`config.mk`:
```
export PLATFORM = sky130hd
export DESIGN_NAME = ddr_frame_wr_scheduler
export DESIGN_NICKNAME = d
export VERILOG_FILES = /design/src/rtl/ddr_frame_wr_scheduler_pkg.sv /design/src/rtl/ddr_frame_wr_scheduler_burst_sizer.sv /design/src/rtl/ddr_frame_wr_scheduler.sv
export SDC_FILE = /design/constraint.sdc
export NUM_CORES = 1
export LEC_CHECK = 0
export CORE_UTILIZATION = 52
export CTS_CLUSTER_SIZE = 24
export DETAILED_ROUTE_END_ITERATION = 6
export GPL_TIMING_DRIVEN = 0
export PLACE_DENSITY = 0.83
export SETUP_SLACK_MARGIN = 0.5
export SLEW_MARGIN = 10
export SYNTH_ARGS = -nofsm -noshare
export SYNTH_HDL_FRONTEND = slang
export SYNTH_HIERARCHICAL = 1
export SYNTH_SLANG_ARGS = --single-unit
```
`constraint.sdc`:
```
create_clock -name clk -period 6.8 [get_ports clk]
set_input_delay 1.36 -clock clk [delete_from_list [all_inputs] [get_ports clk]]
set_output_delay 1.36 -clock clk [all_outputs]
set_load 0.03 [all_outputs]
```
`src/rtl/ddr_frame_wr_scheduler_pkg.sv`:
```
// ddr_frame_wr_scheduler_pkg
// Shared definitions for the DDR frame write scheduler:
//   - scheduler state encoding
//   - 4 KB page constant (AXI bursts must not cross it)
//   - helpers deriving bytes-per-beat and the beat shift from the bus width
package ddr_frame_wr_scheduler_pkg;

    typedef enum logic [2:0] {
        ST_IDLE,
        ST_CALC,
        ST_WAIT_DATA,
        ST_ISSUE,
        ST_WAIT_DONE,
        ST_DONE
    } schedState_e;

    localparam int unsigned FOUR_KB = 4096;

    function automatic int bytesPerBeat(input int dataWidth);
        return dataWidth / 8;
    endfunction

    function automatic int beatShift(input int dataWidth);
        return $clog2(dataWidth / 8);
    endfunction

endpackage

```
`src/rtl/ddr_frame_wr_scheduler_burst_sizer.sv`:
```
// ddr_burst_sizer
// Combinational burst length chooser: the smallest of the beats still owed on
// the current line, the maximum burst length, and the beats left before the
// next 4 KB page boundary.
// Ports:
//   remBeats_i  beats remaining on the current line
//   addrLow_i   low 12 bits of the burst start byte address (beat aligned)
//   beats_o     beats to issue in the next burst (1..MAX_BURST when remBeats_i != 0)
module ddr_burst_sizer
    import ddr_frame_wr_scheduler_pkg::*;
#(
    parameter int MAX_BURST = 64,
    parameter int BSH       = 5
) (
    input  logic [15:0] remBeats_i,
    input  logic [11:0] addrLow_i,
    output logic [8:0]  beats_o
);

    logic [12:0] pageRoom;
    logic [12:0] roomBeats;
    logic [8:0]  capped;

    // Room to the page end is 1..4096 bytes, hence 13 bits. Once the line
    // remainder has been clamped to MAX_BURST (<= 256) everything fits in 9 bits.
    always_comb begin
        pageRoom  = 13'(FOUR_KB) - {1'b0, addrLow_i};
        roomBeats = pageRoom >> BSH;
        capped    = (remBeats_i > 16'(MAX_BURST)) ? 9'(MAX_BURST) : remBeats_i[8:0];
        beats_o   = ({4'd0, capped} > roomBeats) ? roomBeats[8:0] : capped;
    end

endmodule

```
`src/rtl/ddr_frame_wr_scheduler.sv`:
```
// ddr_frame_wr_scheduler
// Writes one video frame per accepted frame_start into a ring of NUM_BUF DDR
// frame buffers. Each line is cut into AXI bursts of at most MAX_BURST beats
// that never cross a 4 KB page. A burst is only issued once the line FIFO holds
// all of its beats. The finished buffer index is reported to the read side.
// Ports:
//   clk, rst                      clock, async active-high reset
//   frame_start                   pulse: begin writing the next buffer
//   cfg_base_addr/cfg_buf_stride  ring base and buffer spacing (bytes)
//   cfg_line_stride               line spacing (bytes)
//   cfg_line_beats/cfg_line_count frame geometry
//   fifo_rd_count                 beats available in the line FIFO
//   burst_start/burst_addr/burst_len  burst request to the write controller
//   burst_done                    last beat of the issued burst accepted
//   busy                          frame in progress
//   frame_done/done_buf_idx       frame completion pulse and buffer index
//   frame_drop                    frame_start arrived while busy and was ignored
module ddr_frame_wr_scheduler
    import ddr_frame_wr_scheduler_pkg::*;
#(
    parameter int AXI_DATA_WIDTH = 256,
    parameter int MAX_BURST      = 64,
    parameter int NUM_BUF        = 3,
    parameter int FIFO_CNT_W     = 10
) (
    input  logic                  clk,
    input  logic                  rst,
    input  logic                  frame_start,
    input  logic [31:0]           cfg_base_addr,
    input  logic [31:0]           cfg_buf_stride,
    input  logic [31:0]           cfg_line_stride,
    input  logic [15:0]           cfg_line_beats,
    input  logic [15:0]           cfg_line_count,
    input  logic [FIFO_CNT_W-1:0] fifo_rd_count,
    output logic                  burst_start,
    output logic [31:0]           burst_addr,
    output logic [7:0]            burst_len,
    input  logic                  burst_done,
    output logic                  busy,
    output logic                  frame_done,
    output logic [1:0]            done_buf_idx,
    output logic                  frame_drop
);

    localparam int BSH = beatShift(AXI_DATA_WIDTH);

    schedState_e state_q;
    logic [1:0]  wrIdx_q;
    logic [31:0] lineStride_q;
    logic [15:0] lineBeats_q;
    logic [15:0] lineCount_q;
    logic [31:0] lineAddr_q;
    logic [31:0] curAddr_q;
    logic [15:0] rem_q;
    logic [15:0] line_q;
    logic [8:0]  beats_q;

    logic        burstStart_q;
    logic [31:0] burstAddr_q;
    logic [7:0]  burstLen_q;
    logic        busy_q;
    logic        frameDone_q;
    logic [1:0]  doneBufIdx_q;
    logic        frameDrop_q;

    logic [1:0]  wrIdx_d;
    logic [31:0] bufBase_d;
    logic [31:0] curAddrStep_d;
    logic [31:0] nextLineAddr_d;
    logic [15:0] remAfter_d;
    logic        dataReady;
    logic [8:0]  sizerBeats;

    ddr_burst_sizer #(
        .MAX_BURST (MAX_BURST),
        .BSH       (BSH)
    ) uSizer (
        .remBeats_i (rem_q),
        .addrLow_i  (curAddr_q[11:0]),
        .beats_o    (sizerBeats)
    );

    // Next-state helpers. The buffer base is built by shift-and-add from the
    // two index bits (NUM_BUF <= 4), so no multiplier is needed.
    always_comb begin
        wrIdx_d        = (wrIdx_q == 2'(NUM_BUF - 1)) ? 2'd0 : wrIdx_q + 2'd1;
        bufBase_d      = cfg_base_addr
                       + (wrIdx_d[0] ? cfg_buf_stride : 32'd0)
                       + (wrIdx_d[1] ? {cfg_buf_stride[30:0], 1'b0} : 32'd0);
        curAddrStep_d  = curAddr_q + ({23'd0, beats_q} << BSH);
        nextLineAddr_d = lineAddr_q + lineStride_q;
        remAfter_d     = rem_q - {7'd0, beats_q};
        dataReady      = (32'(fifo_rd_count) >= 32'(beats_q));
    end

    // Scheduler FSM with registered outputs. Pulse outputs default low every
    // cycle, so burst_start and frame_done appear for exactly one cycle in the
    // cycle following ISSUE and DONE respectively.
    always_ff @(posedge clk or posedge rst) begin
        if (rst) begin
            state_q      <= ST_IDLE;
            wrIdx_q      <= 2'(NUM_BUF - 1);
            lineStride_q <= '0;
            lineBeats_q  <= '0;
            lineCount_q  <= '0;
            lineAddr_q   <= '0;
            curAddr_q    <= '0;
            rem_q        <= '0;
            line_q       <= '0;
            beats_q      <= '0;
            burstStart_q <= 1'b0;
            burstAddr_q  <= '0;
            burstLen_q   <= '0;
            busy_q       <= 1'b0;
            frameDone_q  <= 1'b0;
            doneBufIdx_q <= '0;
            frameDrop_q  <= 1'b0;
        end else begin
            burstStart_q <= 1'b0;
            frameDone_q  <= 1'b0;
            frameDrop_q  <= frame_start && (state_q != ST_IDLE);
            case (state_q)
                ST_IDLE: begin
                    if (frame_start) begin
                        lineStride_q <= cfg_line_stride;
                        lineBeats_q  <= cfg_line_beats;
                        lineCount_q  <= cfg_line_count;
                        wrIdx_q      <= wrIdx_d;
                        lineAddr_q   <= bufBase_d;
                        curAddr_q    <= bufBase_d;
                        rem_q        <= cfg_line_beats;
                        line_q       <= '0;
                        busy_q       <= 1'b1;
                        state_q      <= (cfg_line_beats == 16'd0 || cfg_line_count == 16'd0)
                                        ? ST_DONE : ST_CALC;
                    end
                end
                ST_CALC: begin
                    beats_q <= sizerBeats;
                    state_q <= ST_WAIT_DATA;
                end
                ST_WAIT_DATA: begin
                    if (dataReady) begin
                        state_q <= ST_ISSUE;
                    end
                end
                ST_ISSUE: begin
                    burstStart_q <= 1'b1;
                    burstAddr_q  <= curAddr_q;
                    burstLen_q   <= 8'(beats_q - 9'd1);
                    state_q      <= ST_WAIT_DONE;
                end
                ST_WAIT_DONE: begin
                    if (burst_done) begin
                        if (remAfter_d != 16'd0) begin
                            curAddr_q <= curAddrStep_d;
                            rem_q     <= remAfter_d;
                            state_q   <= ST_CALC;
                        end else if (line_q + 16'd1 == lineCount_q) begin
                            curAddr_q <= curAddrStep_d;
                            rem_q     <= remAfter_d;
                            state_q   <= ST_DONE;
                        end else begin
                            lineAddr_q <= nextLineAddr_d;
                            curAddr_q  <= nextLineAddr_d;
                            rem_q      <= lineBeats_q;
                            line_q     <= line_q + 16'd1;
                            state_q    <= ST_CALC;
                        end
                    end
                end
                ST_DONE: begin
                    frameDone_q  <= 1'b1;
                    doneBufIdx_q <= wrIdx_q;
                    busy_q       <= 1'b0;
                    state_q      <= ST_IDLE;
                end
                default: begin
                    state_q <= ST_IDLE;
                end
            endcase
        end
    end

    assign burst_start  = burstStart_q;
    assign burst_addr   = burstAddr_q;
    assign burst_len    = burstLen_q;
    assign busy         = busy_q;
    assign frame_done   = frameDone_q;
    assign done_buf_idx = doneBufIdx_q;
    assign frame_drop   = frameDrop_q;

endmodule

```
# Yosys cells after proc, flatten, opt, wreduce, memory -nomap -nowiden
# Index checks and enable logic that the tools add are counted.
# op_classes
n_eq_ne	12
mux	35
n_reduce_logical	14
n_addsub	9
magnitude_cmp	3
# op_table
op	n
$mux 32	9
$mux 16	8
$pmux 32 s2	2
$add 32x32->32	3
$pmux 16 s2	2
$add 32x14->32	1
$logic_not 16->1	2
$mux 3	6
$mux 9	2
$add 16x1->16 const B	1
$eq 16x16->1	1
$gt 16x7->1 const B	1
$reduce_bool 16->1	1
$sub 16x9->16	1
$pmux 3 s5	1
$sub 13x12->13 const A	1
$ge 10x9->1	1
$ne 2x2->1 const B	5
$gt 9x8->1	1
$sub 8x1->8 const B	1
$eq 3x2->1 const B	2
$eq 3x3->1 const B	2
$reduce_and 3->1	2
$reduce_and 5->1	1
other kinds (12)	16
# word_totals
reg_bits	220
out_inout_bits	46
word_cells	90
inputBits	142

# Longest topological paths before layout
# Gate-level depths: netlist (run 1).
# depth
ltp_word	7
ltp_mapped	16
mapped_depth_nobuf	16

# Hierarchy
# The synthesis (run 1) kept the hierarchy.
# modules_own_cells
module	area_each_um2	instances	cells_each	seq_area_each_um2
ddr_frame_wr_scheduler	15721.3	1	1907	5506.5
ddr_burst_sizer	499.2	1	69	0.0

# Least setup slack after synthesis (run 1)
# No wires, ideal clock.
# synth_timing
kind	input -> register
start	input port cfg_buf_stride[1]
end	register lineAddr_q[31]
setup_ns	0.137
path_buffers	0
t_required_ns	6.663
t_arrival_ns	4.108
cell_stages	15
slack_ns	2.555
path_cell_list	and2_1 fa_1 ha_1 inv_1 fa_1 nor2b_1 o31a_1 o21ai_0 o21ai_0 o22ai_1 o211a_1 a21boi_0 or3_1 nand3_1 o311ai_1
# synth_between
elab_chain_cells	5
word_cells_on_any_way	6
cone_classes	add/sub (2); mux (4)
# synth_rtl
item	line_no	rtl
from (decl)	ddr_frame_wr_scheduler.sv:30	input logic [31:0] cfg_buf_stride,
$mux 32	ddr_frame_wr_scheduler.sv:88	+ (wrIdx_d[0] ? cfg_buf_stride : 32'd0)
$add 32x32->32	ddr_frame_wr_scheduler.sv:88	
$add 32x32->32 *	ddr_frame_wr_scheduler.sv:89	+ (wrIdx_d[1] ? {cfg_buf_stride[30:0], 1'b0} : 32'd0);
$mux 32 *	ddr_frame_wr_scheduler.sv:124	if (frame_start) begin
$pmux 32 s2 *	ddr_frame_wr_scheduler.sv:122	case (state_q)
to (signal assigned)	ddr_frame_wr_scheduler.sv:129	lineAddr_q <= bufBase_d;
to (signal assigned)	ddr_frame_wr_scheduler.sv:164	lineAddr_q <= nextLineAddr_d;
to (decl)	ddr_frame_wr_scheduler.sv:52	logic [31:0] lineAddr_q;
# Every way passes the cells marked *; elsewhere a longest branch is shown, timed or not. The select of a mux whose other input is x is not followed.
# A chain may end at the register's enable or synchronous reset.

# Worst setup path in the final report (run 1)
# layout_timing
start	input port cfg_buf_stride[1]
end	register curAddr_q[25]
# layout_between
elab_chain_cells	5
word_cells_on_any_way	6
cone_classes	add/sub (2); mux (4)
# layout_rtl
item	line_no	rtl
$mux 32	ddr_frame_wr_scheduler.sv:88	
$add 32x32->32	ddr_frame_wr_scheduler.sv:88	
$add 32x32->32 *	ddr_frame_wr_scheduler.sv:89	
$mux 32 *	ddr_frame_wr_scheduler.sv:124	
$pmux 32 s2 *	ddr_frame_wr_scheduler.sv:122	
to (signal assigned)	ddr_frame_wr_scheduler.sv:130	curAddr_q <= bufBase_d;
to (signal assigned)	ddr_frame_wr_scheduler.sv:156	curAddr_q <= curAddrStep_d;
to (signal assigned)	ddr_frame_wr_scheduler.sv:160	curAddr_q <= curAddrStep_d;
to (decl)	ddr_frame_wr_scheduler.sv:53	logic [31:0] curAddr_q;
# Marks and branches as above.

==> metrics.log, run 1 <==
[metrics] kind of end point of the critical path: register
[metrics] Routed Wire Length: 53700 um
[metrics] PortBufs: 187
[metrics] # H-tree levels: 1
[metrics] All-Layer GR Usage: 34.0%
[metrics] EDFF count, synth: 0
[metrics] number of setup buffers added after CTS: 0
[metrics] layout cell share with drive strength beyond 1: 4.56%
[metrics] fin area: 19600 um^2
[metrics] clock-pin transition on the worst setup and hold timing paths: 0.06 ns
[metrics] peak supply drop: 0.000219 V
[metrics] worst setup skew after layout: 0.0122 ns
[metrics] die span in y: 179 um
[metrics] quantity of hold-fixing buffers added after cts: 0
[metrics] status: complete, but fails checks
[metrics] DRT antenna net count: 0
[metrics] count of vias placed by the detailed router: 15921
[metrics] final setup TNS: 0 ns
[metrics] element type at the critical path start: input port
[metrics] number of diodes: 0
[metrics] detailed-route wire length per cell: 20.5 um
[metrics] time the worst path needs with I/O delays and setup: 4.90 ns
[metrics] final RePlAce weighted congestion: 0.961
[metrics] fin nets: 2473
[metrics] share of synthesized cell area in and, or, nand and nor gates: 24.4%
[metrics] dominant cell type by area after synthesis: sky130_fd_sc_hd__dfrtp_1
[metrics] initial antenna violation count: 0
[metrics] Power Total: 10500 uW
[metrics] final-report max-slew violation count: 0
[metrics] synthesis-to-layout area growth: 20.7%
[metrics] failing checks: DRC
[metrics] number of gates resized after CTS: 0
[metrics] Starting DRT DRC Count: 1746
[metrics] mux cell area share after synthesis: 1.13%
[metrics] GR Overflow Total: 0
[metrics] power density over the cells: 536 nW/um^2
[metrics] Tightest Hold Check Type: reg -> reg
[metrics] largest family of logic cells by synthesized area: simple AND/OR/NAND/NOR gates
[metrics] TritonCTS Sinks: 220
[metrics] critical path class: in -> reg
[metrics] Residual DRC: 3
[metrics] via count of the first global-routing pass: 15081
[metrics] Synth Area in Compound Gates: 19.4%
[metrics] Final Hold Violating Endpoints: 0
[metrics] flip-flop and latch count after synthesis: 220
[metrics] Horiz. Die Dim: 179 um
[metrics] yosys synthesis warning count: 6
[metrics] fraction of post-synthesis cell area in the top cell type by area: 33.8%
[metrics] Post-Route Hold Slack: 0.476 ns
[metrics] initial core utilization: 52.9%
[metrics] synthesized-area fraction occupied by adder cells: 11.8%
[metrics] biggest fanout along the worst timing path: 4
[metrics] data arrival time of the critical path: 5.37 ns
[metrics] count of unique library cells instantiated by Yosys: 84
[metrics] dominant cells by area after synthesis: sky130_fd_sc_hd__dfrtp_1 34%, sky130_fd_sc_hd__nand2_1 11%, sky130_fd_sc_hd__ha_1 7.6%, sky130_fd_sc_hd__o21ai_0 4.5%, sky130_fd_sc_hd__fa_1 4.2%
[metrics] setup violation total in the final timing report: 0
[metrics] unrepaired setup endpoints after global routing: no
[metrics] share of synthesized area occupied by flip-flops and latches: 33.9%
[metrics] leakage power total: 0.00889 uW
[metrics] clock latency of the later-clocked register in the worst-skew pair: 0.54 ns
[metrics] XOR/XNOR share of the synthesized area: 5.62%
[metrics] dominant cell by count in the synthesized netlist: sky130_fd_sc_hd__nand2_1
[metrics] post-detail-place hpwl: 41800 um
[metrics] number of max-capacitance violations reported: 0
[metrics] vias per cell: 6.09
[metrics] non-filler cells, final: 2613
[metrics] highest achievable clock rate: 204 MHz
[metrics] top_reg_cell synth: sky130_fd_sc_hd__dfrtp_1
[metrics] slew of the pin with the lowest slew margin: 1.29 ns
[metrics] fraction of synthesis flops using an asynchronous set or reset pin: 100%
[metrics] Placed Cells: 2566
[metrics] overall die area: 31900 um^2
[metrics] area post-placement: 18700 um^2
[metrics] number of optimization iterations in the first detailed-route pass: 7
[metrics] list of most frequent post-synthesis cells: 462 x sky130_fd_sc_hd__nand2_1, 219 x sky130_fd_sc_hd__dfrtp_1, 145 x sky130_fd_sc_hd__o21ai_0
[metrics] num rows: 64
[metrics] number of instances in the synthesized netlist: 1976
[metrics] area of the placeable core: 30700 um^2
[metrics] worst-case headroom to the max-slew limit: 13.1%
[metrics] top-level port count: 188
[metrics] wire length of the first global-routing pass: 83200 um
[metrics] post-route fraction of the period consumed by the critical path: 72.0%
[metrics] Syn Std Cell Area: 16200 um^2
[metrics] root buf cell: sky130_fd_sc_hd__clkbuf_16
[metrics] largest net degree at the start of global routing: 38
[metrics] clock tree from TritonCTS: built
[metrics] Longest Clk Path Bufs: 3
[metrics] CTS Buf Count: 26
[metrics] Post-Syn Area per Cell: 8.21 um^2
[metrics] data required time at the worst endpoint: 7.27 ns
==> stage by stage <==
stage,worst slack [ns],util (%)
floorplan,2.55,-
global placement,0.851,60.6
detailed placement,1.38,61.0
CTS,1.91,63.8
global route,1.67,63.8
finish,1.90,63.8
==> cells in the final DEF (no fill, tap or decap), types with 20 or more instances in the layout <==
cell type / instances
sky130_fd_sc_hd__fa_1: 34
sky130_fd_sc_hd__a21oi_1: 110
sky130_fd_sc_hd__ha_1: 99
sky130_fd_sc_hd__buf_2: 20
sky130_fd_sc_hd__clkbuf_1: 73
sky130_fd_sc_hd__and2_1: 76
sky130_fd_sc_hd__xor2_1: 48
sky130_fd_sc_hd__dfrtp_1: 219
sky130_fd_sc_hd__nor2_1: 116
sky130_fd_sc_hd__clkdlybuf4s50_1: 187
sky130_fd_sc_hd__xnor2_1: 56
sky130_fd_sc_hd__nand3_1: 33
sky130_fd_sc_hd__inv_1: 50
sky130_fd_sc_hd__a211oi_1: 28
sky130_fd_sc_hd__o211ai_1: 24
sky130_fd_sc_hd__o21ai_0: 145
sky130_fd_sc_hd__nand2_1: 462
sky130_fd_sc_hd__nand4_1: 20
sky130_fd_sc_hd__nor3_1: 39
sky130_fd_sc_hd__clkbuf_16: 27
sky130_fd_sc_hd__a31oi_1: 27
sky130_fd_sc_hd__a21o_1: 34
sky130_fd_sc_hd__o21a_1: 27
==> routing by layer <==
layer | wire length (um) | global-route usage [%] | vias up
met5 | 0 | 0 | -
met4 | 1810 | 11.0 | 0
met3 | 5480 | 6.33 | 131
met2 | 23600 | 52.9 | 854
met1 | 22800 | 47.5 | 7572
li1 | - | - | 7364
==> path summary, 6_finish.rpt <==
| path | from | to | slack [ns] | cells after the start |
|---|---|---|---|---|
| worst min register to register | lineAddr_q[17] | lineAddr_q[17] | 0.48 | 2 |
| min in group asynchronous | rst | rem_q[3] | 1.27 | 2 |
| worst min-delay path | lineAddr_q[17] | lineAddr_q[17] | 0.48 | 2 |
| worst max-delay path | cfg_buf_stride[1] | curAddr_q[25] | 1.90 | 16 |
| max in group asynchronous | rst | wrIdx_q[1] | 4.61 | 4 |
| worst max register to register | wrIdx_q[0] | lineAddr_q[24] | 2.08 | 16 |
==> critical path, cell delays in order <==
cell and delay (ns):
sky130_fd_sc_hd__clkdlybuf4s50_1 0.49, sky130_fd_sc_hd__and2_1 0.15, sky130_fd_sc_hd__fa_1 0.43, sky130_fd_sc_hd__ha_1 0.24, sky130_fd_sc_hd__inv_1 0.09, sky130_fd_sc_hd__fa_1 0.21
sky130_fd_sc_hd__nor2b_1 0.06, sky130_fd_sc_hd__o31a_1 0.27, sky130_fd_sc_hd__o21ai_0 0.47, sky130_fd_sc_hd__o211ai_1 0.17, sky130_fd_sc_hd__a21oi_1 0.29, sky130_fd_sc_hd__o21ai_0 0.16
sky130_fd_sc_hd__xnor2_1 0.35, sky130_fd_sc_hd__nand2_1 0.19, sky130_fd_sc_hd__o211ai_1 0.24, sky130_fd_sc_hd__o211a_1 0.19
==> registers in the layout (all words and copies together), names as in the netlist, 9 cells and up <==
register,cells
curAddr_q,32
line_q,16
beats_q,9
rem_q,16
burst_addr,32
lineBeats_q,16
lineStride_q,32
lineCount_q,16
lineAddr_q,32
==> power breakdown <==
part           switching [uW]  internal, uW  total (uW)
Combinational            4090          2550        6640
Sequential                542          1890        2430
Clock                     576           844        1420
==> kinds of logic after synthesis <==
kind of cell,count (synthesis)
AOI/OAI and AO/OA,498
adders and majority gates,133
and+or+nand+nor,855
xor gates and xnor gates,104
DFF,220
other,1
buffers and inverters,147
muxes,18
==> layout make-up <==
type,count,area [um^2]
multi-input cells,1610,10100
flip-flops and latches,220,5510
well taps,396,495
fillers,2622,11100
clock buffers,36,749
clock inverters,11,115
inverters,51,195
plain buffers,96,408
repair buffers,193,1990
(Power assumes the default switching activity.)
==> inputs of run 2 (changes only) <==
CORE_UTILIZATION = 58   (was 52)
PLACE_DENSITY = 0.87   (was 0.83)
clock period = 4.55 ns   (was 6.8 ns; I/O delays follow)
==> run 2 against run 1 <==
Against the previous run:
- the run still ends with DRC left
- die area is 10% lower
- wire length grew 5.7%
- worst hold slack worse by 0.0025 ns
- setup slack lost 1.4 ns
- largest cell class unchanged
==> metrics.log, run 2 (synthesis gave the netlist of run 1 again) <==
[metrics] failing checks: DRC
[metrics] routing usage on met2: 62.4% (+9.5 points)
[metrics] slowest stage cell, crit path: sky130_fd_sc_hd__dfstp_2
[metrics] final design utilization: 74.7% (+11 points)
[metrics] Starting DRT DRC Count: 1861 (+6.6%)
[metrics] largest net degree at the start of global routing: 40 (+5.3%)
[metrics] clock latency of the later-clocked register in the worst-skew pair: 0.55 ns (about the same)
[metrics] crit-path cells: nor2b_4 -> buf_6 -> and2_4 -> fa_1 -> ha_4 -> o21a_1 -> o2111ai_4 -> o221ai_4 -> a31oi_4 -> o21a_2 -> o21a_1 -> o21ai_1 -> xor2_1 -> nand2_1 -> a31oi_1
[metrics] number of optimization iterations in the first detailed-route pass: 7 (unchanged)
[metrics] quantity of hold-fixing buffers added after cts: 0 (unchanged)
[metrics] cell family with the largest share of critical-path delay: compound AO/OA/AOI/OAI gates
[metrics] overall die area: 28600 um^2 (-10%)
[metrics] cell occurring most often along the worst timing path: sky130_fd_sc_hd__o21a_1
[metrics] worst setup skew after layout: 0.0183 ns (+0.00605 ns)
[metrics] worst-case register-to-register setup slack: 0.51 ns (-1.57 ns)
[metrics] number of buffer and inverter stages on the critical path: 1 (-1)
[metrics] Tightest Hold Check Type: reg -> reg
[metrics] final RePlAce weighted congestion: 0.997 (+3.8%)
[metrics] Post-Route Hold Slack: 0.474 ns (-0.00252 ns)
[metrics] Routed Wire Length: 56800 um (+5.7%)
[metrics] Power Total: 16800 uW (+60%)
[metrics] layout cell share with drive strength beyond 1: 9.23% (+4.7 points)
[metrics] Longest Clk Path Bufs: 3 (unchanged)
[metrics] detailed-route wire length per cell: 21.7 um (+5.7%)
[metrics] Horiz. Die Dim: 169 um (-5.3%)
[metrics] Final Hold Violating Endpoints: 0 (unchanged)
[metrics] count of vias placed by the detailed router: 16482 (+3.5%)
[metrics] num rows: 60 (-6.3%)
[metrics] vias per cell: 6.30 (+3.4%)
[metrics] root buf cell: sky130_fd_sc_hd__clkbuf_16
[metrics] met3 Track Usage GR: 8.42% (+2.1 points)
[metrics] number of max-capacitance violations reported: 0 (unchanged)
[metrics] unrepaired setup endpoints after global routing: no
[metrics] biggest fanout along the worst timing path: 6 (+2)
[metrics] PortBufs: 187 (unchanged)
[metrics] post-route fraction of the period consumed by the critical path: 88.8%
[metrics] number of diodes: 0 (unchanged)
[metrics] kind of end point of the critical path: register
[metrics] clock tree from TritonCTS: built
[metrics] top-level port count: 188 (unchanged)
[metrics] most common library cell in the layout ignoring fill and taps: sky130_fd_sc_hd__nand2_1
[metrics] peak supply drop: 0.000422 V (+93%)
[metrics] via count of the first global-routing pass: 15746 (+4.4%)
[metrics] worst-case headroom to the max-slew limit: 19.6% (+6.6 points)
[metrics] # H-tree levels: 1 (unchanged)
[metrics] M1 GR Usage: 52.2% (+4.7 points)
[metrics] Residual DRC: 1 (-2)
[metrics] status: complete, but fails checks
[metrics] TritonCTS Sinks: 220 (unchanged)
[metrics] power density over the cells: 830 nW/um^2 (+55%)
[metrics] highest achievable clock rate: 248 MHz
[metrics] CTS Buf Count: 25 (-3.8%)
[metrics] synthesis-to-layout area growth: 25.1%
[metrics] fin area: 20300 um^2 (+3.7%)
[metrics] data arrival time of the critical path: 4.51 ns (-0.86 ns)
[metrics] top library cells by usage in the layout, fill and taps aside: 460 x sky130_fd_sc_hd__nand2_1, 216 x sky130_fd_sc_hd__dfrtp_1, 187 x sky130_fd_sc_hd__clkdlybuf4s50_1
[metrics] largest incremental delay on the critical path: 0.62 ns (+0.13 ns)
[metrics] DRT antenna net count: 0 (unchanged)
[metrics] post-detail-place hpwl: 42400 um (+1.5%)
[metrics] initial core utilization: 59.7% (+6.8 points)
[metrics] area post-placement: 18700 um^2 (-0.16%)
[metrics] setup violation total in the final timing report: 0 (unchanged)
[metrics] die span in y: 169 um (-5.3%)
[metrics] routing layer with the top usage in global route: met2
[metrics] All-Layer GR Usage: 38.9% (+4.9 points)
[metrics] time the worst path needs with I/O delays and setup: 4.04 ns
[metrics] element type at the critical path start: register
[metrics] critical path class: reg -> reg
[metrics] fin nets: 2500 (+1.1%)
[metrics] data required time at the worst endpoint: 5.02 ns (-2.25 ns)
[metrics] final-report max-slew violation count: 0 (unchanged)
[metrics] slew of the pin with the lowest slew margin: 1.19 ns (-0.0977 ns)
[metrics] clock-pin transition on the worst setup and hold timing paths: 0.06 ns (about the same)
[metrics] area of the placeable core: 27200 um^2 (-11%)
[metrics] GR Overflow Total: 0 (unchanged)
[metrics] initial antenna violation count: 0 (unchanged)
[metrics] leakage power total: 0.00914 uW (+2.8%)
[metrics] wire length of the first global-routing pass: 86000 um (+3.4%)
[run 2: report_power, final]
part / total (uW) / switching (uW) / leakage (uW) / internal, uW
Sequential: 3650 / 831 / 0.00271 / 2820
Combinational: 11000 / 6620 / 0.00599 / 4400
Clock: 2160 / 864 / 0.000435 / 1300
[run 2: final cells by class]
| type | count | area [um^2] |
|---|---|---|
| Multi-Input combinational cell | 1610 | 10600 |
| Buffer | 96 | 484 |
| Sequential cell | 220 | 5510 |
| Clock buffer | 36 | 737 |
| Clock inverter | 9 | 135 |
| Fill cell | 2055 | 6880 |
| Inverter | 51 | 195 |
| Timing Repair Buffer | 221 | 2200 |
| Tap cell | 372 | 465 |
[run 2: timing repair]
action,4_1_cts,5_1_grt
pin swaps,9,53
gates resized for setup,44,103
endpoints found under the setup margin,74,79
buffers inserted,2,24
cloned,0,2
[run 2: worst paths after layout]
kind                                 from             end  cells after the start
setup / recovery               wrIdx_q[1]  lineAddr_q[28]                     15
hold / removal             burst_addr[20]  burst_addr[20]                      2
setup reg to reg               wrIdx_q[1]  lineAddr_q[28]                     15
hold reg to reg            burst_addr[20]  burst_addr[20]                      2
max in group asynchronous             rst      wrIdx_q[1]                      5
min in group asynchronous             rst      beats_q[5]                      2
[run 2: worst reg2reg max path: stages (launching register included)]
cell                        delay, ns
sky130_fd_sc_hd__dfstp_2         0.62
sky130_fd_sc_hd__nor2b_4         0.10
sky130_fd_sc_hd__buf_6           0.14
sky130_fd_sc_hd__and2_4          0.15
sky130_fd_sc_hd__fa_1            0.50
sky130_fd_sc_hd__ha_4            0.31
sky130_fd_sc_hd__o21a_1          0.24
sky130_fd_sc_hd__o2111ai_4       0.16
sky130_fd_sc_hd__o221ai_4        0.27
sky130_fd_sc_hd__a31oi_4         0.12
sky130_fd_sc_hd__o21a_2          0.26
sky130_fd_sc_hd__o21a_1          0.25
sky130_fd_sc_hd__o21ai_1         0.17
sky130_fd_sc_hd__xor2_1          0.26
sky130_fd_sc_hd__nand2_1         0.17
sky130_fd_sc_hd__a31oi_1         0.24
[run 2: per-stage QoR]
stage / worst slack [ns] / setup TNS, ns / cells
5_1_grt: 0.400 / 0 / 2615
6_report: 0.510 / 0 / 2615
3_3_place_gp: -0.909 / -200.81 / 2536
2_1_floorplan: 0.755 / 0 / 1977
3_5_place_dp: -0.438 / -5.30 / 2542
4_1_cts: 0.501 / 0 / 2589
[run 2: routing by layer]
metal  up-vias  wire length [um]
met1      7906             22800
li1       7434                 -
met3       167              6080
met5         -                 0
met2       975             25600
met4         0              2230
==> inputs of run 3 (changes only) <==
ABC_AREA = 1   (was not set)
CORE_MARGIN = 5   (was not set)
CORE_UTILIZATION = 59   (was 58)
==> run 3 against run 2 <==
Against the previous run:
- the flow now finishes without violations
- critical endpoint is now lineAddr_q[26]
- global-route usage decreased by 4.2 points
- die area rose by 24%
- maximum frequency rose by 3.7%
- worst hold slack improved by 0.0073 ns
==> metrics.log, run 3 <==
[metrics] Horiz. Die Dim: 189 um (+11%)
[metrics] top library cells by usage in the layout, fill and taps aside: 985 x sky130_fd_sc_hd__nand2_1, 356 x sky130_fd_sc_hd__inv_1, 265 x sky130_fd_sc_hd__nor2_1
[metrics] fin nets: 3365 (+35%)
[metrics] power density over the cells: 891 nW/um^2 (+7.3%)
[metrics] most common library cell in the layout ignoring fill and taps: sky130_fd_sc_hd__nand2_1
[metrics] number of max-capacitance violations reported: 0 (unchanged)
[metrics] # H-tree levels: 1 (unchanged)
[metrics] post-detail-place hpwl: 51700 um (+22%)
[metrics] worst flop-to-flop path endpoint: lineAddr_q[26]
[metrics] data required time at the worst endpoint: 5.01 ns (about the same)
[metrics] initial antenna violation count: 0 (unchanged)
[metrics] time the worst path needs with I/O delays and setup: 3.90 ns (-0.144 ns)
[metrics] clock-pin transition on the worst setup and hold timing paths: 0.06 ns (about the same)
[metrics] root buf cell: sky130_fd_sc_hd__clkbuf_16
[metrics] die span in y: 189 um (+11%)
[metrics] top-level port count: 188 (unchanged)
[metrics] critical path class: reg -> reg
[metrics] worst-case headroom to the max-slew limit: 37.8% (+18 points)
[metrics] cell occurring most often along the worst timing path: sky130_fd_sc_hd__nand2_1
[metrics] overall die area: 35600 um^2 (+24%)
[metrics] yosys synthesis warning count: 6 (unchanged)
[metrics] largest incremental delay on the critical path: 0.59 ns (-0.03 ns)
[metrics] Min-Delay Path Depth: 2 (unchanged)
[metrics] number of buffer and inverter stages on the critical path: 4 (+3)
[metrics] All-Layer GR Usage: 34.7% (-4.2 points)
[metrics] Tightest Hold Check Type: reg -> reg
[metrics] vias per cell: 5.69 (-9.7%)
[metrics] worst-case register-to-register setup slack: 0.65 ns (+0.14 ns)
[metrics] fin area: 22400 um^2 (+10%)
[metrics] clock tree from TritonCTS: built
[metrics] worst setup path start: wrIdx_q[1]
[metrics] dominant cells by area after synthesis: sky130_fd_sc_hd__dfrtp_1 29%, sky130_fd_sc_hd__nand2_1 20%, sky130_fd_sc_hd__inv_1 7.2%, sky130_fd_sc_hd__ha_1 6.6%, sky130_fd_sc_hd__nor2_1 5.4%
[metrics] biggest fanout along the worst timing path: 10 (+4)
[metrics] fraction of synthesis flops using an asynchronous set or reset pin: 100% (unchanged)
[metrics] EDFF count, synth: 0 (unchanged)
[metrics] number of instances in the synthesized netlist: 2861 (+45%)
[metrics] number of diodes: 0 (unchanged)
[metrics] via count of the first global-routing pass: 18950 (+20%)
[metrics] setup violation total in the final timing report: 0 (unchanged)
[metrics] detailed-route wire length per cell: 18.1 um (-16%)
[metrics] final-report max-slew violation count: 0 (unchanged)
[metrics] non-filler cells, final: 3511 (+34%)
[metrics] count of filler cells inserted in the layout: 2709 (+32%)
[metrics] number of optimization iterations in the first detailed-route pass: 6 (-1)
[metrics] initial core utilization: 59.6% (about the same)
[metrics] slew of the pin with the lowest slew margin: 0.926 ns (-0.266 ns)
[metrics] flip-flop and latch count after synthesis: 220 (unchanged)
[metrics] top_reg_cell synth: sky130_fd_sc_hd__dfrtp_1
[metrics] Residual DRC: 0 (-1)
[metrics] Post-Syn Area per Cell: 6.58 um^2 (-20%)
[metrics] Starting DRT DRC Count: 2257 (+21%)
[metrics] element type at the critical path start: register
[metrics] Syn Std Cell Area: 18800 um^2 (+16%)
[metrics] highest achievable clock rate: 257 MHz (+3.7%)
[metrics] list of most frequent post-synthesis cells: 991 x sky130_fd_sc_hd__nand2_1, 359 x sky130_fd_sc_hd__inv_1, 269 x sky130_fd_sc_hd__nor2_1
[metrics] largest net degree at the start of global routing: 42 (+5.0%)
[metrics] slowest stage cell, crit path: sky130_fd_sc_hd__dfstp_2
[metrics] crit-path cells: nor2_2 -> inv_2 -> buf_4 -> clkbuf_4 -> nor2_1 -> fa_1 -> ha_1 -> nand2_1 -> nor3b_1 -> nand2_1 -> nand2_2 -> nand2_1 -> nand2_1 -> nand3_1 -> nand3b_1 -> nand3_1 -> nand2_2 -> inv_1 -> o21ai_2
[metrics] count of unique library cells instantiated by Yosys: 53 (-37%)
[metrics] fraction of post-synthesis cell area in the top cell type by area: 29.1% (-4.7 points)
[metrics] area post-placement: 21300 um^2 (+14%)
[metrics] Final Hold Violating Endpoints: 0 (unchanged)
[metrics] post-route fraction of the period consumed by the critical path: 85.6% (-3.2 points)
[metrics] Post-Route Hold Slack: 0.481 ns (+0.00731 ns)
[metrics] DRT antenna net count: 0 (unchanged)
[metrics] clock latency of the later-clocked register in the worst-skew pair: 0.56 ns (about the same)
[metrics] area of the placeable core: 31600 um^2 (+16%)
[metrics] number of cells on the worst reg-to-reg path: 19 (+4)
[metrics] Worst Hold Path EP: burst_addr[10]
[metrics] kind of end point of the critical path: register
[metrics] Placed Cells: 3457 (+36%)
[metrics] worst hold path startpoint: burst_addr[10]
[metrics] GR Overflow Total: 0 (unchanged)
[metrics] final RePlAce weighted congestion: 0.980 (-1.7%)
[metrics] unrepaired setup endpoints after global routing: no
[metrics] num rows: 65 (+8.3%)
[metrics] share of synthesized area occupied by flip-flops and latches: 29.3% (-4.7 points)
[metrics] cell family with the largest share of critical-path delay: simple AND/OR/NAND/NOR gates
[metrics] worst reg2reg startpoint: wrIdx_q[1]
[metrics] data arrival time of the critical path: 4.36 ns (-0.15 ns)
[metrics] TritonCTS Sinks: 220 (unchanged)
[metrics] status: complete, no violations
[metrics] sequential cell area in the final layout: 5510 um^2 (about the same)
[metrics] peak supply drop: 0.000488 V (+16%)
[metrics] count of vias placed by the detailed router: 19990 (+21%)
[metrics] synthesis-to-layout area growth: 19.0%
[metrics] leakage power total: 0.0116 uW (+27%)
[metrics] layout cell share with drive strength beyond 1: 8.65% (-0.58 points)
[metrics] PortBufs: 187 (unchanged)
[metrics] wire length of the first global-routing pass: 100000 um (+16%)
[metrics] Longest Clk Path Bufs: 3 (unchanged)
[metrics] dominant cell by count in the synthesized netlist: sky130_fd_sc_hd__nand2_1
[metrics] CTS Buf Count: 26 (+4.0%)
[metrics] Routed Wire Length: 63600 um (+12%)
[metrics] worst setup skew after layout: 0.0290 ns (+0.0108 ns)
[metrics] total area of multi-input combinational cells: 11600 um^2 (+9.8%)
[metrics] dominant cell type by area after synthesis: sky130_fd_sc_hd__dfrtp_1
run 3: cell types whose count changed in the layout (fill, tap and decap cells not counted), moves of 26 or more:
cell	change
sky130_fd_sc_hd__nand3_1	+141
sky130_fd_sc_hd__o21ai_2	+40
sky130_fd_sc_hd__nand4_1	+35
sky130_fd_sc_hd__and2_1	-71
sky130_fd_sc_hd__nand2_2	+26
sky130_fd_sc_hd__xnor2_1	-41
sky130_fd_sc_hd__a211oi_1	-26
sky130_fd_sc_hd__inv_1	+308
sky130_fd_sc_hd__nor2_1	+153
sky130_fd_sc_hd__nand2_1	+525
sky130_fd_sc_hd__a21o_1	-27
sky130_fd_sc_hd__a21oi_1	+41
run 3: what timing repair did:
item                       CTS  global route
setup endpoints to repair   45            25
pin swaps                    0             4
setup buffers                2             5
hold buffers                 0             0
gates resized for setup     22            45
run 3: area by class of cell:
cell class | count | share of cell area, %
multi-input cells | 2191 | 51.8
flip-flops and latches | 220 | 24.6
repair buffers | 200 | 9.16
inverters | 369 | 6.21
clock buffers | 28 | 2.98
well taps | 402 | 2.25
plain buffers | 82 | 2.11
clock inverters | 19 | 0.871
run 3: cell families (layout without fill, tap and decap cells):
| family | count (synthesis) | after routing | share of synthesized area [%] |
|---|---|---|---|
| simple gates | 1612 | 1612 | 36.2 |
| buf+inv | 451 | 698 | 9.77 |
| compound gates | 395 | 395 | 12.1 |
| flops | 220 | 220 | 29.3 |
| fa+ha+maj | 133 | 133 | 10.2 |
| xor+xnor | 47 | 47 | 2.31 |
| mux | 2 | 2 | 0.106 |
| other cells | 1 | 2 | 0.0199 |
run 3: worst max-delay path by stage:
stage                     end  slack [ns]  depth (start not counted)
6_report       lineAddr_q[26]        0.65                         19
5_1_grt         curAddr_q[27]        0.47                         24
4_1_cts        lineAddr_q[22]        0.50                         16
3_5_place_dp   lineAddr_q[29]       -0.28                         18
3_3_place_gp   lineAddr_q[25]       -0.83                          2
2_1_floorplan      beats_q[0]        0.77                          1
run 3: stage by stage:
step | utilization (%) | setup slack (ns) | power [uW] | TNS (ns)
2_1_floorplan | - | 0.773 | 12700 | 0
3_5_place_dp | 67.6 | -0.279 | 17000 | -1.77
6_report | 71.0 | 0.654 | 19900 | 0
4_1_cts | 70.5 | 0.503 | 19300 | 0
5_1_grt | 71.0 | 0.473 | 21400 | 0
3_3_place_gp | 67.2 | -0.831 | 16600 | -173.74
run 3: worst min-delay path, stage by stage (launching register included):
cell and delay [ns]:
sky130_fd_sc_hd__dfrtp_1 0.35, sky130_fd_sc_hd__nand2_1 0.05, sky130_fd_sc_hd__nand2_1 0.04
run 3: per-layer routing:
layer  global-route usage, %  share of wire, %  up-vias
li1                        -                 -     9553
met4                    10.9               3.3        0
met1                    50.2                43     9316
met2                    54.6                44      982
met3                    4.48               8.8      139
met5                       0                 0        -
run 3: power by group:
part / total, uW / internal (uW) / leakage [uW] / switching (uW)
sequential: 3740 / 2890 / 0.00268 / 855
combinational: 14100 / 4550 / 0.00850 / 9530
clock: 2130 / 1240 / 0.000422 / 889
total: 19900 / 8670 / 0.0116 / 11300
